==> src/rtl/wb_stage_pkg.sv <==
// Shared constants and types for the write-back stage.
// Optional feature macro used by this block: WB_PERF_CNT_EN (retire counter).
package wb_stage_pkg;

  localparam int WREG_W     = 6;          // destination field incl. non-GPR select bit
  localparam int GPR_ADDR_W = 5;          // architectural GPR index width
  localparam int NONGPR_BIT = 5;          // wreg bit that steers to a non-GPR target
  localparam int XLEN       = 32;
  localparam logic [XLEN-1:0] AL_OFFSET = 32'd8;  // link value = pc + 8 (past delay slot)

  typedef logic [XLEN-1:0]   word_t;
  typedef logic [WREG_W-1:0] wreg_t;

  // Source of the GPR write data, in decreasing priority
  typedef enum logic [2:0] {
    SRC_LOAD,
    SRC_LINK,
    SRC_HI,
    SRC_LO,
    SRC_RES
  } wdata_src_e;

endpackage

==> src/rtl/wb_stage_if.sv <==
// MEM/WB pipeline register fields feeding the write-back stage.
interface wb_stage_if;
  import wb_stage_pkg::*;

  word_t       wb_pc;
  word_t       wb_res;
  word_t       wb_hi;
  word_t       wb_lo;
  word_t       wb_rdata;
  logic        wb_load;
  logic        wb_al;
  logic        wb_regwen;
  wreg_t       wb_wreg;
  logic [1:0]  wb_rhilo;
  logic [1:0]  wb_whilo;

  modport master (
    output wb_pc, wb_res, wb_hi, wb_lo, wb_rdata, wb_load, wb_al,
           wb_regwen, wb_wreg, wb_rhilo, wb_whilo
  );

  modport slave (
    input  wb_pc, wb_res, wb_hi, wb_lo, wb_rdata, wb_load, wb_al,
           wb_regwen, wb_wreg, wb_rhilo, wb_whilo
  );

endinterface

==> src/rtl/wb_stage_hilo_reg.sv <==
// HI/LO architected registers with same-cycle bypass of pending writes.
module hilo_reg
  import wb_stage_pkg::*;
(
  input  logic       clk,
  input  logic       reset,
  input  logic [1:0] whilo,
  input  word_t      hi_in,
  input  word_t      lo_in,
  output word_t      hi_q,
  output word_t      lo_q,
  output word_t      hi_fwd,
  output word_t      lo_fwd
);

  // Storage: each half loads independently; reset wins over any write
  always_ff @(posedge clk) begin
    if (reset) begin
      hi_q <= '0;
      lo_q <= '0;
    end else begin
      if (whilo[1]) hi_q <= hi_in;
      if (whilo[0]) lo_q <= lo_in;
    end
  end

  // Bypass: EX sees the value being written this cycle before it lands
  always_comb begin
    hi_fwd = whilo[1] ? hi_in : hi_q;
    lo_fwd = whilo[0] ? lo_in : lo_q;
  end

endmodule

==> src/rtl/wb_stage.sv <==
// Write-back stage: GPR write port, HI/LO state, trace outputs.
// Define WB_PERF_CNT_EN to add the retired-instruction counter (retire_cnt).
module wb_stage
  import wb_stage_pkg::*;
(
  input  logic                  clk,
  input  logic                  reset,
  wb_stage_if.slave             wb,
  output logic                  rf_wen,
  output logic [GPR_ADDR_W-1:0] rf_waddr,
  output word_t                 rf_wdata,
  output word_t                 hi_q,
  output word_t                 lo_q,
  output word_t                 hi_fwd,
  output word_t                 lo_fwd,
  output word_t                 debug_wb_pc,
  output logic [3:0]            debug_wb_rf_wen,
  output logic [GPR_ADDR_W-1:0] debug_wb_rf_wnum,
`ifdef WB_PERF_CNT_EN
  output word_t                 debug_wb_rf_wdata,
  output word_t                 retire_cnt
`else
  output word_t                 debug_wb_rf_wdata
`endif
);

  wdata_src_e src;

  hilo_reg u_hilo (
    .clk    (clk),
    .reset  (reset),
    .whilo  (wb.wb_whilo),
    .hi_in  (wb.wb_hi),
    .lo_in  (wb.wb_lo),
    .hi_q   (hi_q),
    .lo_q   (lo_q),
    .hi_fwd (hi_fwd),
    .lo_fwd (lo_fwd)
  );

  // Write-data source priority: load > link > HI read > LO read > ALU result.
  // HI/LO reads use the registered value, so a same-cycle write is not visible.
  always_comb begin
    if (wb.wb_load)          src = SRC_LOAD;
    else if (wb.wb_al)       src = SRC_LINK;
    else if (wb.wb_rhilo[1]) src = SRC_HI;
    else if (wb.wb_rhilo[0]) src = SRC_LO;
    else                     src = SRC_RES;
  end

  // Write-data mux
  always_comb begin
    unique case (src)
      SRC_LOAD: rf_wdata = wb.wb_rdata;
      SRC_LINK: rf_wdata = wb.wb_pc + AL_OFFSET;
      SRC_HI:   rf_wdata = hi_q;
      SRC_LO:   rf_wdata = lo_q;
      default:  rf_wdata = wb.wb_res;
    endcase
  end

  // GPR write enable: drop writes to $0 and to non-GPR destinations
  always_comb begin
    rf_waddr = wb.wb_wreg[GPR_ADDR_W-1:0];
    rf_wen   = wb.wb_regwen & ~wb.wb_wreg[NONGPR_BIT] & (rf_waddr != '0);
  end

  // Trace port mirrors the commit
  always_comb begin
    debug_wb_pc       = wb.wb_pc;
    debug_wb_rf_wen   = {4{rf_wen}};
    debug_wb_rf_wnum  = rf_waddr;
    debug_wb_rf_wdata = rf_wdata;
  end

`ifdef WB_PERF_CNT_EN
  // Retire counter: every non-bubble cycle retires one instruction; wraps freely
  always_ff @(posedge clk) begin
    if (reset)                retire_cnt <= '0;
    else if (wb.wb_pc != '0)  retire_cnt <= retire_cnt + 32'd1;
  end
`endif

endmodule

==> src/flat_wrapper.sv <==
// flat-port wrapper written by rule: the top's interface ports become plain ports
module wb_stage_flat import wb_stage_pkg::*;
  (clk, reset, rf_wen, rf_waddr, rf_wdata, hi_q, lo_q, hi_fwd, lo_fwd, debug_wb_pc, debug_wb_rf_wen, debug_wb_rf_wnum, debug_wb_rf_wdata, wb_wb_pc, wb_wb_res, wb_wb_hi, wb_wb_lo, wb_wb_rdata, wb_wb_load, wb_wb_al, wb_wb_regwen, wb_wb_wreg, wb_wb_rhilo, wb_wb_whilo);
  wb_stage_if wb_i ();
  input  logic clk;
  input  logic reset;
  output logic rf_wen;
  output logic [GPR_ADDR_W-1:0] rf_waddr;
  output word_t rf_wdata;
  output word_t hi_q;
  output word_t lo_q;
  output word_t hi_fwd;
  output word_t lo_fwd;
  output word_t debug_wb_pc;
  output logic [3:0] debug_wb_rf_wen;
  output logic [GPR_ADDR_W-1:0] debug_wb_rf_wnum;
  output word_t debug_wb_rf_wdata;
  input wire logic [$bits(wb_i.wb_pc)-1:0] wb_wb_pc;
  input wire logic [$bits(wb_i.wb_res)-1:0] wb_wb_res;
  input wire logic [$bits(wb_i.wb_hi)-1:0] wb_wb_hi;
  input wire logic [$bits(wb_i.wb_lo)-1:0] wb_wb_lo;
  input wire logic [$bits(wb_i.wb_rdata)-1:0] wb_wb_rdata;
  input wire logic [$bits(wb_i.wb_load)-1:0] wb_wb_load;
  input wire logic [$bits(wb_i.wb_al)-1:0] wb_wb_al;
  input wire logic [$bits(wb_i.wb_regwen)-1:0] wb_wb_regwen;
  input wire logic [$bits(wb_i.wb_wreg)-1:0] wb_wb_wreg;
  input wire logic [$bits(wb_i.wb_rhilo)-1:0] wb_wb_rhilo;
  input wire logic [$bits(wb_i.wb_whilo)-1:0] wb_wb_whilo;
  assign wb_i.wb_pc = wb_wb_pc;
  assign wb_i.wb_res = wb_wb_res;
  assign wb_i.wb_hi = wb_wb_hi;
  assign wb_i.wb_lo = wb_wb_lo;
  assign wb_i.wb_rdata = wb_wb_rdata;
  assign wb_i.wb_load = wb_wb_load;
  assign wb_i.wb_al = wb_wb_al;
  assign wb_i.wb_regwen = wb_wb_regwen;
  assign wb_i.wb_wreg = wb_wb_wreg;
  assign wb_i.wb_rhilo = wb_wb_rhilo;
  assign wb_i.wb_whilo = wb_wb_whilo;
  wb_stage u_core (.clk(clk), .reset(reset), .wb(wb_i), .rf_wen(rf_wen), .rf_waddr(rf_waddr), .rf_wdata(rf_wdata), .hi_q(hi_q), .lo_q(lo_q), .hi_fwd(hi_fwd), .lo_fwd(lo_fwd), .debug_wb_pc(debug_wb_pc), .debug_wb_rf_wen(debug_wb_rf_wen), .debug_wb_rf_wnum(debug_wb_rf_wnum), .debug_wb_rf_wdata(debug_wb_rf_wdata));
endmodule
==> config.mk <==
export PLATFORM = sky130hd
export DESIGN_NAME = wb_stage_flat
export DESIGN_NICKNAME = d
export VERILOG_FILES = /design/src/rtl/wb_stage_pkg.sv /design/src/rtl/wb_stage_if.sv /design/src/rtl/wb_stage_hilo_reg.sv /design/src/rtl/wb_stage.sv /design/src/flat_wrapper.sv
export SDC_FILE = /design/constraint.sdc
export NUM_CORES = 1
export LEC_CHECK = 0
export BUFFER_PORTS_ARGS = -buffer_cell sky130_fd_sc_hd__buf_2
export CAP_MARGIN = 20
export CORE_AREA = 2 2 159 161
export DETAILED_ROUTE_END_ITERATION = 6
export DIE_AREA = 0 0 161 163
export GPL_TIMING_DRIVEN = 0
export HOLD_SLACK_MARGIN = 0.12
export PLACE_DENSITY = 0.5
export SLEW_MARGIN = 10
export SYNTH_ARGS = -nofsm -noshare
export SYNTH_HDL_FRONTEND = slang
export SYNTH_HIERARCHICAL = 1
export SYNTH_SLANG_ARGS = --single-unit
==> constraint.sdc <==
create_clock -name clk -period 3.6 [get_ports clk]
set_input_delay 0.18 -clock clk [delete_from_list [all_inputs] [get_ports clk]]
set_output_delay 0.18 -clock clk [all_outputs]
set_load 0.01 [all_outputs]
==> run summary <==
CP Cell Sequence = clkbuf_1 -> nand2b_1 -> clkbuf_1 -> clkbuf_1 -> o22ai_1 -> nor3_1 -> a221oi_1 -> nor2_1 -> buf_4 -> buf_2
Final Critical Period = 3264 ps
Async S/R FF share, synth = 0
Worst-Skew Late Latency = 330 ps
input/output buffers = 407
critical path arrival = 3080 ps
leading area contributor after synthesis = dfxtp_1
unrepaired setup endpoints after global routing = false
vias in the first global route = 5,653
Register Area = 1281 um^2
Syn Area/Cell = 8.719 um^2
Seq/Total Area, Yosys = 0.2547
Ys Warns = 6
design area = 7806 um^2
layout cell share with drive strength beyond 1 = 0.5820
share of the clock period used by the worst path = 0.9066
wire per inst = 19.34 um
global-route wire length before repair = 35,620 um
Levels on crit path = 10
crit path to = rf_wdata[19]
Critical Path Max Stage Delay = 540 ps
adder-cell area share of the yosys netlist = 0.002487
number of remaining DRC errors = 0
net count after synthesis = 753
outcome = completed
crit path kind = input port to output pin
Power Density = 341.8 nW/um^2
clock tree buffer depth = 2
largest net degree at the start of global routing = 13
post-synthesis compound-gate area fraction = 0.1216
cells on worst reg2reg path = 2
Sum Neg Setup Slack = 0 ps
initial antenna violation count = 0
Reg-to-Reg Start = u_core/u_hilo/lo_q[5]
post-synth cell types = 44
DR vias = 5,748
maxcap violations = 0
area grow syn2layout = 55.16%
mux cell area share after synthesis = 0.2039
CTS tree = done
Slew headroom = 0.3441
worst IR drop on VDD = 233.0 uV
worst min path class = input port to flip-flop
Fin. Hold Viols = 0
Post-Synth Simple-Gate Area = 0.2174
Final Setup Violations = 0
crit path launch = wb_wb_rhilo[1]
buffer count from post-CTS setup fixing = 0
Clock Pin Slew Worst Setup and Hold Paths = 60 ps
nets@finish = 1,171
core area = 24,670 um^2
critical path buffer and inverter count = 5
CP dominant cell by count = clkbuf_1
total global-route track usage = 0.1845
CTS Buf Count = 9
Die H = 163 um
Critical Path End Type = output pin
Fin Clk Skew = 0 ps
synthesized cell area = 5031 um^2
count leader, synth = buf_4
Cells after Synth = 577
CTS H-tree depth = 3
# IOs = 414
FP Rows = 58
FF-to-FF setup slack = 2670 ps
die area = 26,240 um^2
main combinational cell family by area after synthesis = simple AND/OR/NAND/NOR gates
CP startpoint kind = input port
fill cell count = 2,721
Clock Sinks = 64
Final HPWL DP = 21,700 um
Req. time, crit path = 3420 ps
post-synthesis xor/xnor area fraction = 0.04004
hold_sp = wb_wb_hi[0]
prevailing post-synth register cell = dfxtp_1
CTS Root Buffer Type = clkbuf_16
die width = 161 um
total gr overflow = 0
Initial Util = 0.2039
fin. max-slew vios = 0
Synth area leaders = dfxtp_1 (25%), mux2_4 (18%), buf_4 (12%)
DR iter-0 viols = 241
slowest CP cell = clkbuf_1
vias per cell = 4.319
Synth Register Bits = 64
Routed WL = 25,740 um
Post-synth EDFFs = 0
CP max FO = 10
FF-to-FF End = u_core/u_hilo/lo_q[5]
area of the multi-input gates = 2945 um^2
share of the synthesized area in the top cell type = 0.2547
First-pass DRT Iterations = 4
setup ws final = 336.3 ps
Fmax = 306.4 MHz
synth cell count leaders = buf_4 (78), nor2b_1 (66), dfxtp_1 (64)
Setup WS pre-CTS = 197.2 ps
slew at the pin closest to its max-slew limit = 983.9 ps
Tot Pwr = 0.002668 W
Area after DPL = 7481 um^2
Leakage = 4.038 nW
RePlAce Congestion = 0.7996
dominant delay contributor by cell family on the critical path = buffers and inverters
post-route antenna net violation count = 0
-- area by class of cell --
cell class	count	share of cell area
clock buffer	10	0.02933
sequential	64	0.1641
clock inverter	6	0.01186
antenna	1	0.0003206
inverter	2	0.0009617
multi-input combinational	393	0.3773
timing repair buffer	407	0.2609
tap	330	0.05289
buffer	118	0.1023
-- worst register-to-register path: stages, from the launching register on --
cell and delay, ps:
dfxtp_1 380, mux2_4 300, nor2b_1 130
-- report_power, final --
part | switching, W | leakage [nW] | internal, W
clock | 0.000349 | 0.149 | 0.000610
sequential | 0.0000425 | 0.529 | 0.000751
combinational | 0.000461 | 3.36 | 0.000453
-- how the worst min path moves through the flow --
stage                                  end  slack, ps  cells after the start
floorplan                           rf_wen        440                      1
global placement    u_core/u_hilo/lo_q[20]        530                      3
detailed placement  u_core/u_hilo/hi_q[17]        530                      3
CTS                  u_core/u_hilo/hi_q[0]        180                      3
global route         u_core/u_hilo/hi_q[8]        180                      3
finish               u_core/u_hilo/hi_q[0]        190                      3
-- sequential cells by signal (all words and copies together) (netlist names) --
name and cells:
u_core/u_hilo/hi_q 32, u_core/u_hilo/lo_q 32
-- through the flow --
step	utilization	instances	hold WS, ps
2_1_floorplan	-	577	439.9
3_3_place_gp	0.3032	1314	526.3
3_5_place_dp	0.3032	1314	527.9
4_1_cts	0.3162	1330	178.0
5_1_grt	0.3163	1330	178.8
6_report	0.3164	1331	190.3
-- layout by cell type (no fill, tap or decap), types with 2 or more instances in the layout --
master,synthesis,routed
buf_2,1,408
nand2b_1,2,2
a211oi_1,2,2
nor3b_1,4,4
nor2_1,57,57
or4_1,4,4
clkbuf_1,31,31
buf_4,78,78
nor2b_1,66,66
nand4_1,10,10
mux2_2,4,4
o21a_1,8,8
a221oi_1,16,16
nor3_1,18,18
o21ai_0,9,9
o22ai_1,29,29
dfxtp_1,64,64
a21boi_0,3,3
clkinvlp_4,0,2
nand3_1,6,6
nor4_1,5,5
buf_6,8,8
xnor2_1,10,10
clkbuf_16,0,9
a21oi_1,19,19
and4_2,2,2
and4_1,2,2
mux2i_1,8,8
bufinv_16,0,2
xor2_1,13,13
o221ai_1,3,3
mux2_4,60,60
nand2_1,21,21
-- repair_timing --
action	4_1_cts	5_1_grt
hold buffers	0	0
endpoints found under the hold margin	0	0
setup endpoints to repair	0	2
gates resized for setup	0	3
-- cell families (layout without fill, tap and decap cells) --
family                     after synthesis  after routing
muxes                                   72             72
adders and majority gates                1              1
and+or+nand+nor                        205            205
AOI/OAI and AO/OA                       92             92
DFF                                     64             64
buffers and inverters                  120            543
xor gates and xnor gates                23             23
other                                    0              1
-- routing by layer --
layer | routed length (um) | up-vias | track usage
met2 | 13140 | 277 | 0.3447
met4 | 214 | 0 | 0.03612
li1 | - | 2783 | -
met1 | 10680 | 2675 | 0.2211
met5 | 0 | - | 0
met3 | 1700 | 13 | 0.03310
No activity file was read; power rests on OpenSTA's default activity.
